--- config.mk ---
export PLATFORM = sky130hd
export DESIGN_NAME = mux8_rr_arbiter
export DESIGN_NICKNAME = d
export VERILOG_FILES = /design/src/rtl/mux8_rr_arbiter.sv
export SDC_FILE = /design/constraint.sdc
export NUM_CORES = 1
export LEC_CHECK = 0
export CAP_MARGIN = 0
export CELL_PAD_IN_SITES_DETAIL_PLACEMENT = 1
export CELL_PAD_IN_SITES_GLOBAL_PLACEMENT = 1
export CORE_ASPECT_RATIO = 1.5
export CORE_MARGIN = 2
export CORE_UTILIZATION = 37
export CTS_CLUSTER_DIAMETER = 120
export DETAILED_ROUTE_END_ITERATION = 6
export HOLD_SLACK_MARGIN = 0.08
export MAX_ROUTING_LAYER = met4
export PLACE_DENSITY_LB_ADDON = 0.1
export SYNTH_ARGS = -nofsm -noshare
export SYNTH_HDL_FRONTEND = slang
export SYNTH_SLANG_ARGS = --single-unit
--- constraint.sdc ---
create_clock -name CLK -period 3.9 [get_ports CLK]
set_input_delay 0.78 -clock CLK [delete_from_list [all_inputs] [get_ports CLK]]
set_output_delay 0.78 -clock CLK [all_outputs]
set_load 0.1 [all_outputs]
--- src/rtl/mux8_rr_arbiter.sv ---
// ============================================================================
// Module   : mux8_rr_arbiter
// Purpose  : Arbitrates eight requesters onto one external 8:1 x 16-bit data
//            mux. The winner's index is driven on B, its word is captured from
//            MUX_OUT one cycle later and presented downstream on DOUT/DVALID.
//            The block then holds until DREADY accepts the word.
//            Round-robin arbitration by default. If ARB_FIXED_PRIO_EN is
//            defined, fixed priority is used instead (lowest index wins).
// Ports    : CLK       - clock, rising edge
//            RST       - synchronous active-high reset
//            REQ[7:0]  - level requests, bit i = requester i
//            MUX_OUT   - data returned by the external mux selected by B
//            DREADY    - downstream accept
//            B[2:0]    - mux select (index of granted requester)
//            GNT[7:0]  - one-hot grant, requester holds data while set
//            ACK[7:0]  - one-cycle pulse when the requester's data is taken
//            DOUT      - captured data to downstream
//            DVALID    - DOUT valid
//            XFER_CNT  - completed downstream transfers, wraps silently
// Config   : ARB_FIXED_PRIO_EN (undefined = round-robin)
// Revision : 1.0 - initial release
// ============================================================================
`default_nettype none

module mux8_rr_arbiter (
    input  logic        CLK,
    input  logic        RST,
    input  logic [7:0]  REQ,
    input  logic [15:0] MUX_OUT,
    input  logic        DREADY,
    output logic [2:0]  B,
    output logic [7:0]  GNT,
    output logic [7:0]  ACK,
    output logic [15:0] DOUT,
    output logic        DVALID,
    output logic [15:0] XFER_CNT
);

    typedef enum logic [1:0] {
        ST_ARB  = 2'd0,
        ST_CAPT = 2'd1,
        ST_OUT  = 2'd2
    } state_t;

    state_t      r_state;
    state_t      w_state_nxt;

    logic [2:0]  r_b;
    logic [7:0]  r_gnt;
    logic [7:0]  r_ack;
    logic [15:0] r_dout;
    logic        r_dvalid;
    logic [15:0] r_xfer_cnt;

    logic [2:0]  w_b_nxt;
    logic [7:0]  w_gnt_nxt;
    logic [7:0]  w_ack_nxt;
    logic [15:0] w_dout_nxt;
    logic        w_dvalid_nxt;
    logic [15:0] w_xfer_cnt_nxt;

    logic        w_req_any;
    logic [2:0]  w_winner;

    assign w_req_any = |REQ;

`ifdef ARB_FIXED_PRIO_EN
    // Fixed priority: scan from the top down so the lowest set index is the
    // last assignment and therefore wins.
    always_comb begin
        w_winner = 3'd0;
        for (int i = 7; i >= 0; i--) begin
            if (REQ[i]) begin
                w_winner = 3'(i);
            end
        end
    end
`else
    // Index of the requester that completed the most recent capture.
    logic [2:0] r_last;
    logic [2:0] w_scan;

    // Round-robin: offsets 1..8 from r_last, evaluated from the far end so the
    // nearest set bit above r_last overrides. 3-bit addition provides the
    // 7->0 wrap, and offset 8 revisits r_last itself at the lowest priority.
    always_comb begin
        w_winner = 3'd0;
        w_scan   = 3'd0;
        for (int k = 8; k >= 1; k--) begin
            w_scan = r_last + 3'(k);
            if (REQ[w_scan]) begin
                w_winner = w_scan;
            end
        end
    end

    always_ff @(posedge CLK) begin
        if (RST) begin
            r_last <= 3'd7;
        end else if (r_state == ST_CAPT) begin
            r_last <= r_b;
        end
    end
`endif

    // Next-state and next-output logic.
    always_comb begin
        w_state_nxt    = r_state;
        w_b_nxt        = r_b;
        w_gnt_nxt      = r_gnt;
        w_ack_nxt      = 8'd0;
        w_dout_nxt     = r_dout;
        w_dvalid_nxt   = r_dvalid;
        w_xfer_cnt_nxt = r_xfer_cnt;

        case (r_state)
            ST_ARB: begin
                w_gnt_nxt = 8'd0;
                if (w_req_any) begin
                    w_b_nxt     = w_winner;
                    w_gnt_nxt   = 8'd1 << w_winner;
                    w_state_nxt = ST_CAPT;
                end
            end
            ST_CAPT: begin
                // GNT has been up for a full cycle, so MUX_OUT now carries
                // the granted requester's stable word.
                w_dout_nxt   = MUX_OUT;
                w_dvalid_nxt = 1'b1;
                w_ack_nxt    = 8'd1 << r_b;
                w_gnt_nxt    = 8'd0;
                w_state_nxt  = ST_OUT;
            end
            ST_OUT: begin
                if (r_dvalid && DREADY) begin
                    w_dvalid_nxt   = 1'b0;
                    w_xfer_cnt_nxt = r_xfer_cnt + 16'd1;
                    w_state_nxt    = ST_ARB;
                end
            end
            default: begin
                w_state_nxt = ST_ARB;
            end
        endcase
    end

    always_ff @(posedge CLK) begin
        if (RST) begin
            r_state    <= ST_ARB;
            r_b        <= 3'd0;
            r_gnt      <= 8'd0;
            r_ack      <= 8'd0;
            r_dout     <= 16'd0;
            r_dvalid   <= 1'b0;
            r_xfer_cnt <= 16'd0;
        end else begin
            r_state    <= w_state_nxt;
            r_b        <= w_b_nxt;
            r_gnt      <= w_gnt_nxt;
            r_ack      <= w_ack_nxt;
            r_dout     <= w_dout_nxt;
            r_dvalid   <= w_dvalid_nxt;
            r_xfer_cnt <= w_xfer_cnt_nxt;
        end
    end

    assign B        = r_b;
    assign GNT      = r_gnt;
    assign ACK      = r_ack;
    assign DOUT     = r_dout;
    assign DVALID   = r_dvalid;
    assign XFER_CNT = r_xfer_cnt;

endmodule

`default_nettype wire
# Word-level counts from Yosys, hierarchy flattened
# Index checks and enable logic that the tools add are counted.
# word_totals
register_bits	57
latchBits	0
mem_bits_rw	0
mem_bits_ro	0
inputBits	27
output_inout_bits	52
wordCells	72
memories	0
# op_classes
add_sub_neg	8
multipliers	0
n_div	0
n_lt_le_gt_ge	8
n_eq_ne	4
shifts	2
mux	31
bitwise_logic	1
reduce_logical	10
# op_table
operator	count
3-bit by 4-bit less-than comparator with 1-bit output, second input constant	8
1-bit binary-select mux with 3-bit select	8
3-bit 2-to-1 mux	8
16-bit by 1-bit adder with 16-bit output, second input constant	1
8-bit one-hot mux with 2 select lines	1
1-bit by 3-bit << shifter with 8-bit output, first input constant	2
3-bit adder, second input constant	4
1-bit 2-to-1 mux	9
8-bit 2-to-1 mux	1
2-bit AND reduction	4
8-bit OR reduction	1
3-bit by 2-bit adder with 3-bit output, second input constant	2
2-bit one-hot mux with 3 select lines	1
2-bit 2-to-1 mux	2
2-bit != test, second input constant	2
2-bit nonzero test	2
3-bit by 1-bit adder with 3-bit output, second input constant	1
2-bit by 1-bit equality test with 1-bit output, second input constant	1
2-bit equality test, second input constant	1
2-bit zero test	1
1-bit one-hot mux with 2 select lines	1
2-bit OR reduction	1
1-bit logical AND	1
1-bit NOT	1

# Depth between registers and ports, before layout
# Gate-level depths: netlist (run 1).
# logic_depth
depth_word	13
ltp_mapped	12
ltp_nobuf	9

# Worst setup path after synthesis (run 1)
# Ideal clock, no wire load.
# synth_timing
path_type	flip-flop to flip-flop
startpoint	register r_last[0]
endpoint	register r_gnt[2] (netlist: GNT[2])
setup_ps	119
arrival_time_ps	2880
t_required_ps	3781
slack_ps	901
stages_incl_launch_ff	10
path_buffers	1
period_less_slack_ps	2999
cell_sequence	dfxtp_1 buf_6 inv_1 ha_1 mux4_2 mux2_2 a2111oi_4 a211oi_4 and2b_1 a32o_1
# synth_via
elab_chain_cells	13
word_cells_on_any_way	34
classes_between	add/sub: 7; shift: 1; mux: 26
# synth_rtl
element	line_no	source
from (decl)	80	logic [2:0] r_last;
from (signal assigned)	101	r_last <= r_b;
3-bit adder / 1-bit binary-select mux with 3-bit select (equally long branches)	90, 91	
1-bit binary-select mux with 3-bit select / 1-bit 2-to-1 mux (equally long branches)	91	if (REQ[w_scan]) begin
1-bit 2-to-1 mux (not written as such) / 3-bit 2-to-1 mux (equally long branches)	91	
3-bit 2-to-1 mux (6 in series)	91	
3-bit 2-to-1 mux (*)	91	
1-bit by 3-bit << shifter with 8-bit output (*)	121	w_gnt_nxt = 8'd1 << w_winner;
8-bit 2-to-1 mux (*)	119	if (w_req_any) begin
8-bit one-hot mux with 2 select lines (*)	116	case (r_state)
to (signal assigned)	159	r_gnt <= w_gnt_nxt;
to (decl)	49	logic [7:0] r_gnt;
# Mark *: on every way between the ends. The rest lies on a longest branch, timed or not. The select of a mux whose other input is x is not followed.
# A chain may end at the register's enable or synchronous reset.

# Worst setup path after layout (run 1)
# layout_timing
startpoint	input port REQ[0]
endpoint	register r_gnt[1] (netlist: GNT[1])
# layout_via
elab_chain_cells	13
word_cells_on_any_way	28
classes_between	shift: 1; mux: 26; reduce/logical: 1
# layout_rtl
element	line_no	source
from (decl)	28	input logic [7:0] REQ,
1-bit binary-select mux with 3-bit select	91	
1-bit 2-to-1 mux (not written as such)	91	
3-bit 2-to-1 mux (8 in series)	91	
1-bit by 3-bit << shifter with 8-bit output	121	
8-bit 2-to-1 mux (*)	119	
8-bit one-hot mux with 2 select lines (*)	116	
# Marks and branches as above.

==> results.json, run 1 <==
{
  "dpl_worst_slack_ps": 186,
  "p_clk_frac": 0.294,
  "grt_pass1_wl_um": 15200,
  "use_met1": 0.221,
  "fin_nets": 430,
  "status": "finished clean",
  "dieWidth_um": 78.3,
  "drv_slew": 0,
  "hpwl_um": 7110,
  "yosysSeqAreaShare": 0.372,
  "fmax_ghz": 0.292,
  "hold_path.class": "register to register",
  "final_cell_mix": "clkdlybuf4s50_1 (78), dfxtp_1 (57), nor2_1 (37), mux2i_1 (18), a22o_1 (18)",
  "cts_sinks": 57,
  "core_area_um2": 8010,
  "track_usage": 0.223,
  "syn_area_per_cell_um2": 9.52,
  "p_sw_uw": 1050,
  "grt-ovfl-total": 0,
  "worst_slack_ps": 470,
  "rows": 40,
  "syn_area_um2": 3060,
  "syn_nets": 352,
  "combinationalPowerShare": 0.438,
  "clock_path_buffers": 2,
  "critPathMaxFanout": 8,
  "setup_viol": 0,
  "nFillCells": 932,
  "power_frac_seq": 0.267,
  "finalWirelength_um": 9550,
  "dieHeight_um": 115,
  "diodes": 0,
  "via_count": 2928,
  "cts_root_buf": "clkbuf_16",
  "ys_ff_latch": 57,
  "synth-main-ff-cell": "dfxtp_1",
  "grt_start_max_net_pins": 23,
  "power.share.switching": 0.407,
  "hold_buffers": 0,
  "cts_resized": 0,
  "drive_above_1_share": 0.0988,
  "grt_pass1_vias": 3087,
  "drt_first_pass_iters": 4,
  "finalHoldViolCount": 0,
  "post-route-min-period_ps": 3430,
  "drcViolationCount": 0,
  "areaGrowthSynthToFinish_pct": 38.4,
  "ir_worst_vdd_uv": 323,
  "cts.clk_slew.worst_paths_ps": 50,
  "synth_top_cell_area_share": 0.372,
  "place_congestion": 0.929,
  "final_util": 0.530,
  "yosys.area.top_type": "dfxtp_1",
  "syn_inst": 322,
  "fin_crit_sh": 0.880,
  "start_kind": "primary input",
  "drtIter0Drc": 60,
  "grt_use_met2": 0.397,
  "leakage_uw": 0.00159,
  "clock_latency_ps": 320,
  "postCtsSetupBuffers": 0,
  "rsz0062_at_grt": "false",
  "final_common_cell": "clkdlybuf4s50_1",
  "antenna_found_initial": 0,
  "slew_headroom": 0.331,
  "wl_per_cell_um": 18.7,
  "cap_violations": 0,
  "tns_ps": 0,
  "async_flop_share": 0,
  "synth-edff-count": 0,
  "boundaryPins": 79,
  "postRouteAntennaNets": 0,
  "cts_tree": "yes",
  "cellPowerDensity_nw_per_um2": 606,
  "initial_core_util": 0.383,
  "worstPathArrival_ps": 3640,
  "busiest_layer": "met2",
  "synth_area_leaders": "dfxtp_1 (37%), mux2i_1 (5.9%), a22o_1 (5.1%), nor2_1 (4.5%), mux4_2 (4.4%)",
  "cts-buffers-inserted": 9,
  "cp.required_ps": 4110,
  "synth_cell_types": 58,
  "htree_levels": 3,
  "yosysWarnings": 0,
  "clock_skew_ps": 6.74,
  "tightest_slew_ps": 1000,
  "viasPerCell": 5.74,
  "numPortBuffers": 78,
  "use_met3": 0.0421,
  "p_int_uw": 1520,
  "path_class": "primary input to register",
  "worst_setup_path_end_kind": "register",
  "die-area_um2": 9040
}
[metal layers]
layer	wire (µm)	share of wire
met3	322	0.034
met2	5170	0.54
met4	503	0.053
met1	3550	0.37
met5	0	0
[power groups by stage]
stage / registers, µW / clock network (µW) / logic (µW)
finish: 687 / 757 / 1130
global route: 694 / 801 / 1190
CTS: 688 / 772 / 1130
detailed placement: 697 / 0 / 1120
global placement: 697 / 0 / 1110
floorplan: 994 / 0 / 542
[cell usage after synthesis, drive strengths merged, types with 4 or more instances]
cell type  count
o21ai          5
mux4           8
nand4          4
clkbuf        13
dfxtp         57
a22oi          5
buf            6
and3           4
a22o          18
xor2           8
or3            4
xnor2          6
nor2b         11
nor2          37
a21oi         13
nand2b         7
nand3         10
nor3           5
inv            8
mux2i         18
nand2         17
a32o           8
mux2           7
and2           5
[state kept, by name (all words and copies together) (netlist names)]
register,count
r_state,2
B,3
DVALID,1
ACK,8
DOUT,16
GNT,8
XFER_CNT,16
r_last,3
[through the flow]
step | area [µm²] | total power (µW) | hold WS [ps] | std cells
detailed placement | 3950 | 1820 | 458 | 494
floorplan | 3060 | 1540 | 563 | 322
global placement | 3950 | 1800 | 456 | 494
CTS | 4240 | 2590 | 475 | 510
finish | 4240 | 2570 | 472 | 510
global route | 4240 | 2680 | 491 | 510
[critical path, cell delays in order]
cell	delay, ps
clkdlybuf4s50_1	570
mux4_1	670
nand2b_1	290
and4b_1	320
a41oi_1	90
a311o_1	470
and3_4	200
a32o_1	250
[cells by family (layout without fill, tap and decap cells)]
kind of cell,count (synthesis),after routing,share of synthesized area
AND/OR/NAND/NOR,112,112,0.184
adder cells (fa/ha/maj),3,3,0.0123
buffers and inverters,28,111,0.0392
XOR/XNOR,14,14,0.0400
AO/OA/AOI/OAI,75,75,0.205
multiplexers,33,33,0.147
flip-flops,57,57,0.372
[layout make-up]
type,instances,area (µm²),share of cell area
sequential,57,1140,0.269
inverter,9,33.8,0.00797
tap,105,131,0.0310
timing repair buffer,86,841,0.198
clock inverter,3,40.0,0.00944
clock buffer,13,250,0.0590
multi-input combinational,237,1800,0.425
[final timing paths]
kind	from	to	slack, ps	depth (start not counted)
worst min-delay path	DOUT[15]	DOUT[15]	470	1
worst min register to register	DOUT[15]	DOUT[15]	470	1
worst max-delay path	REQ[0]	GNT[1]	470	8
worst max register to register	r_last[0]	GNT[3]	670	10
Power figures use the tool's default switching activity.
==> run 2: changes to the inputs <==
Settings changed: CORE_ASPECT_RATIO 1.5 to 0.5.
Clock period 3.9 ns to 3.5 ns, I/O delays scaled along.
==> results.json, run 2 (synthesis results as in run 1) <==
{
  "nFillCells": 904,
  "finalWirelength_um": 9530,
  "boundaryPins": 79,
  "cts_resized": 0,
  "fmax_ghz": 0.323,
  "drv_slew": 0,
  "fin_crit_sh": 0.886,
  "finalHoldViolCount": 0,
  "leakage_uw": 0.00159,
  "clock_latency_ps": 320,
  "slowest_delay_ps": 630,
  "grt_pass1_vias": 3041,
  "dieHeight_um": 68.4,
  "dieWidth_um": 133,
  "clock_skew_ps": 8.01,
  "track_usage": 0.226,
  "grt_pass1_wl_um": 15500,
  "htree_levels": 3,
  "status": "finished clean",
  "cp.required_ps": 3710,
  "cts.clk_slew.worst_paths_ps": 50,
  "design_area_um2": 4220,
  "drcViolationCount": 0,
  "cap_violations": 0,
  "rsz0062_at_grt": "false",
  "r2r_end": "GNT[2]",
  "worst_setup_path_end_kind": "register",
  "rows": 23,
  "ir_worst_vdd_uv": 250,
  "drtIter0Drc": 122,
  "multi_input_area_um2": 1800,
  "viasPerCell": 5.52,
  "drive_above_1_share": 0.111,
  "slew_headroom": 0.328,
  "hold_buffers": 0,
  "reg2reg_setup_slack_ps": 420,
  "cts_root_buf": "clkbuf_16",
  "fin_nets": 432,
  "numPortBuffers": 78,
  "grt-ovfl-total": 0,
  "final_util": 0.525,
  "post-route-min-period_ps": 3100,
  "cts-buffers-inserted": 9,
  "r2r_cells": 9,
  "cts_tree": "yes",
  "worstPathArrival_ps": 3310,
  "critPathLaunch": "REQ[2]",
  "postCtsSetupBuffers": 0,
  "critPathMaxFanout": 9,
  "wl_per_cell_um": 18.5,
  "hold_path.class": "register to register",
  "placed_area_um2": 3950,
  "core_area_um2": 8030,
  "place_congestion": 0.901,
  "via_count": 2846,
  "drt_first_pass_iters": 4,
  "tightest_slew_ps": 1000,
  "grt_start_max_net_pins": 27,
  "regArea_um2": 1140,
  "crit_end": "GNT[2]",
  "path_class": "primary input to register",
  "final_common_cell": "clkdlybuf4s50_1",
  "diodes": 0,
  "hpwl_um": 7010,
  "setup_viol": 0,
  "antenna_found_initial": 0,
  "initial_core_util": 0.382,
  "reg2reg_from": "r_last[0]",
  "die-area_um2": 9070,
  "postRouteAntennaNets": 0,
  "tns_ps": 0,
  "final_cell_mix": "clkdlybuf4s50_1 (73), dfxtp_1 (57), nor2_1 (37), mux2i_1 (18), a22o_1 (18)",
  "areaGrowthSynthToFinish_pct": 37.6,
  "start_kind": "primary input",
  "cts_sinks": 57,
  "critPathSlowestCell": "mux4_2",
  "cellPowerDensity_nw_per_um2": 658,
  "path_cells": "clkdlybuf4s50_1 > mux4_2 > a22oi_1 > o21ai_0 > o2bb2ai_1 > a31oi_1 > and2b_1 > a32o_1",
  "clock_path_buffers": 2
}
## run 2: cell count changes in the layout (fill, tap and decap cells not counted)
cell	delta
buf_4	+6
clkdlybuf4s50_1	-5
buf_6	+1
bufinv_16	-1
clkbuf_1	-1
clkinv_2	-1
## run 2: worst min path at each step
stage,startpoint,endpoint,slack [ps],cells past startpoint
2_1_floorplan,r_state[0],r_state[1],560,3
3_3_place_gp,DOUT[13],DOUT[13],460,1
3_5_place_dp,DOUT[6],DOUT[6],460,1
4_1_cts,DOUT[8],DOUT[8],480,1
5_1_grt,DOUT[4],DOUT[4],490,1
6_report,DOUT[6],DOUT[6],470,1
## run 2: final cells by class
class                           instances  area share
Multi-Input combinational cell        237       0.428
Sequential cell                        57       0.271
Timing Repair Buffer                   88       0.201
Clock buffer                           12      0.0585
Tap cell                              112      0.0332
Inverter                                9     0.00801
Clock inverter                          1     0.00119
## run 2: per-stage QoR
| step | worst slack, ps | std cells | power (µW) | hold slack, ps |
|---|---|---|---|---|
| 6_report | 400 | 516 | 2770 | 470 |
| 2_1_floorplan | 501 | 322 | 1710 | 563 |
| 3_3_place_gp | 181 | 502 | 1990 | 456 |
| 3_5_place_dp | 70.1 | 502 | 2020 | 462 |
| 5_1_grt | 232 | 516 | 2900 | 485 |
| 4_1_cts | 421 | 515 | 2790 | 475 |
## run 2: critical path, delay by kind of cell
family                 cells  cell delay [ps]
buffers and inverters      1              550
AO/OA/AOI/OAI              5             1160
AND/OR/NAND/NOR            1              260
multiplexers               1              630
## run 2: layer usage
layer	up-vias	share of wire	GRT usage
met5	-	0	-
met4	0	0.010	0.0618
met3	9	0.046	0.0593
met2	63	0.51	0.409
met1	1420	0.43	0.256
li1	1354	-	-
## run 2: power by group
part           switching, µW  internal (µW)
logic                    822            430
registers               59.7            709
clock network            271            483
==> run 3: changes to the inputs <==
Settings changed: CORE_UTILIZATION 37 to 38, CTS_BUF_LIST from default to sky130_fd_sc_hd__clkbuf_4 sky130_fd_sc_hd__clkbuf_8, SKIP_CTS_REPAIR_TIMING from default to 1.
==> results.json, run 3 (synthesis results as in run 1) <==
{
  "fin_nets": 431,
  "hpwl_um": 6690,
  "tightest_slew_ps": 1260,
  "p_total_uw": 2630,
  "cts-buffers-inserted": 9,
  "drive_above_1_share": 0.121,
  "place_congestion": 0.881,
  "dieHeight_um": 67.5,
  "worst_setup_path_end_kind": "register",
  "numPortBuffers": 78,
  "drtIter0Drc": 101,
  "cts_tree": "yes",
  "tns_ps": 0,
  "finalWirelength_um": 9030,
  "via_count": 2813,
  "antenna_found_initial": 0,
  "worstPathArrival_ps": 3380,
  "final_cell_mix": "clkdlybuf4s50_1 (72), dfxtp_1 (57), nor2_1 (37), mux2i_1 (18), a22o_1 (18)",
  "finalHoldViolCount": 0,
  "slew_headroom": 0.155,
  "cap_violations": 0,
  "grt_start_max_net_pins": 26,
  "status": "finished clean",
  "grt-ovfl-total": 0,
  "diodes": 0,
  "start_kind": "primary input",
  "cts.clk_slew.worst_paths_ps": 70,
  "boundaryPins": 79,
  "grt_pass1_vias": 2833,
  "post-route-min-period_ps": 3150,
  "fmax_ghz": 0.317,
  "cts_sinks": 57,
  "critPathMaxFanout": 9,
  "rows": 23,
  "wl_per_cell_um": 17.5,
  "initial_core_util": 0.387,
  "rsz0062_at_grt": "false",
  "drv_slew": 0,
  "nFillCells": 902,
  "drt_first_pass_iters": 4,
  "cts_root_buf": "clkbuf_8",
  "final_common_cell": "clkdlybuf4s50_1",
  "leakage_uw": 0.00157,
  "htree_levels": 3,
  "multi_input_area_um2": 1800,
  "setup_viol": 0,
  "dieWidth_um": 131,
  "cp.required_ps": 3730,
  "grt_pass1_wl_um": 14300,
  "clock_latency_ps": 330,
  "clock_path_buffers": 2,
  "postRouteAntennaNets": 0,
  "die-area_um2": 8840,
  "fin_crit_sh": 0.901,
  "path_class": "primary input to register",
  "track_usage": 0.217,
  "ir_worst_vdd_uv": 208,
  "hold_path.class": "register to register",
  "cellPowerDensity_nw_per_um2": 634,
  "core_area_um2": 7910,
  "clock_skew_ps": 9.49,
  "viasPerCell": 5.44,
  "regArea_um2": 1140,
  "reg2reg_setup_slack_ps": 400,
  "areaGrowthSynthToFinish_pct": 35.4,
  "drcViolationCount": 0
}
## run 3: path summary, 6_finish.rpt
check,startpoint,end,cells after the start
hold reg to reg,GNT[3],GNT[3],1
setup / recovery,REQ[2],GNT[2],8
setup reg to reg,r_last[1],GNT[2],9
hold / removal,GNT[3],GNT[3],1
## run 3: through the flow
step | hold WS, ps | instances | cell area [µm²] | worst slack [ps] | util
final | 470 | 517 | 4150 | 347 | 0.524
after global routing | 483 | 517 | 4150 | 171 | 0.524
after global placement | 455 | 502 | 3950 | 171 | 0.499
after detailed placement | 458 | 502 | 3950 | 23.3 | 0.499
after CTS | 472 | 517 | 4150 | 360 | 0.524
after floorplan | 563 | 322 | 3060 | 501 | -
## run 3: cell type report
cell class,count,share of cell area
Multi-Input combinational cell,237,0.434
Tap cell,112,0.0338
Clock inverter,3,0.00965
Timing Repair Buffer,87,0.201
Inverter,9,0.00814
Clock buffer,12,0.0383
Sequential cell,57,0.275
## run 3: routing by layer
layer,part of all wire,GRT usage,up-vias
li1,-,-,1357
met1,0.45,0.262,1397
met2,0.49,0.362,51
met3,0.046,0.0578,8
met4,0.0081,0.0612,0
met5,0,-,-
## run 3: power by group
part	leakage (µW)	internal (µW)	switching [µW]
combinational	0.00100	427	816
sequential	0.000464	707	56.9
clock	0.000106	369	253
total	0.00157	1500	1130
## run 3: critical path: stages
cell and delay, ps:
clkdlybuf4s50_1 550, mux4_2 640, a22oi_1 230, o21ai_0 140, o2bb2ai_1 140, a31oi_1 460
and2b_1 260, a32o_1 250
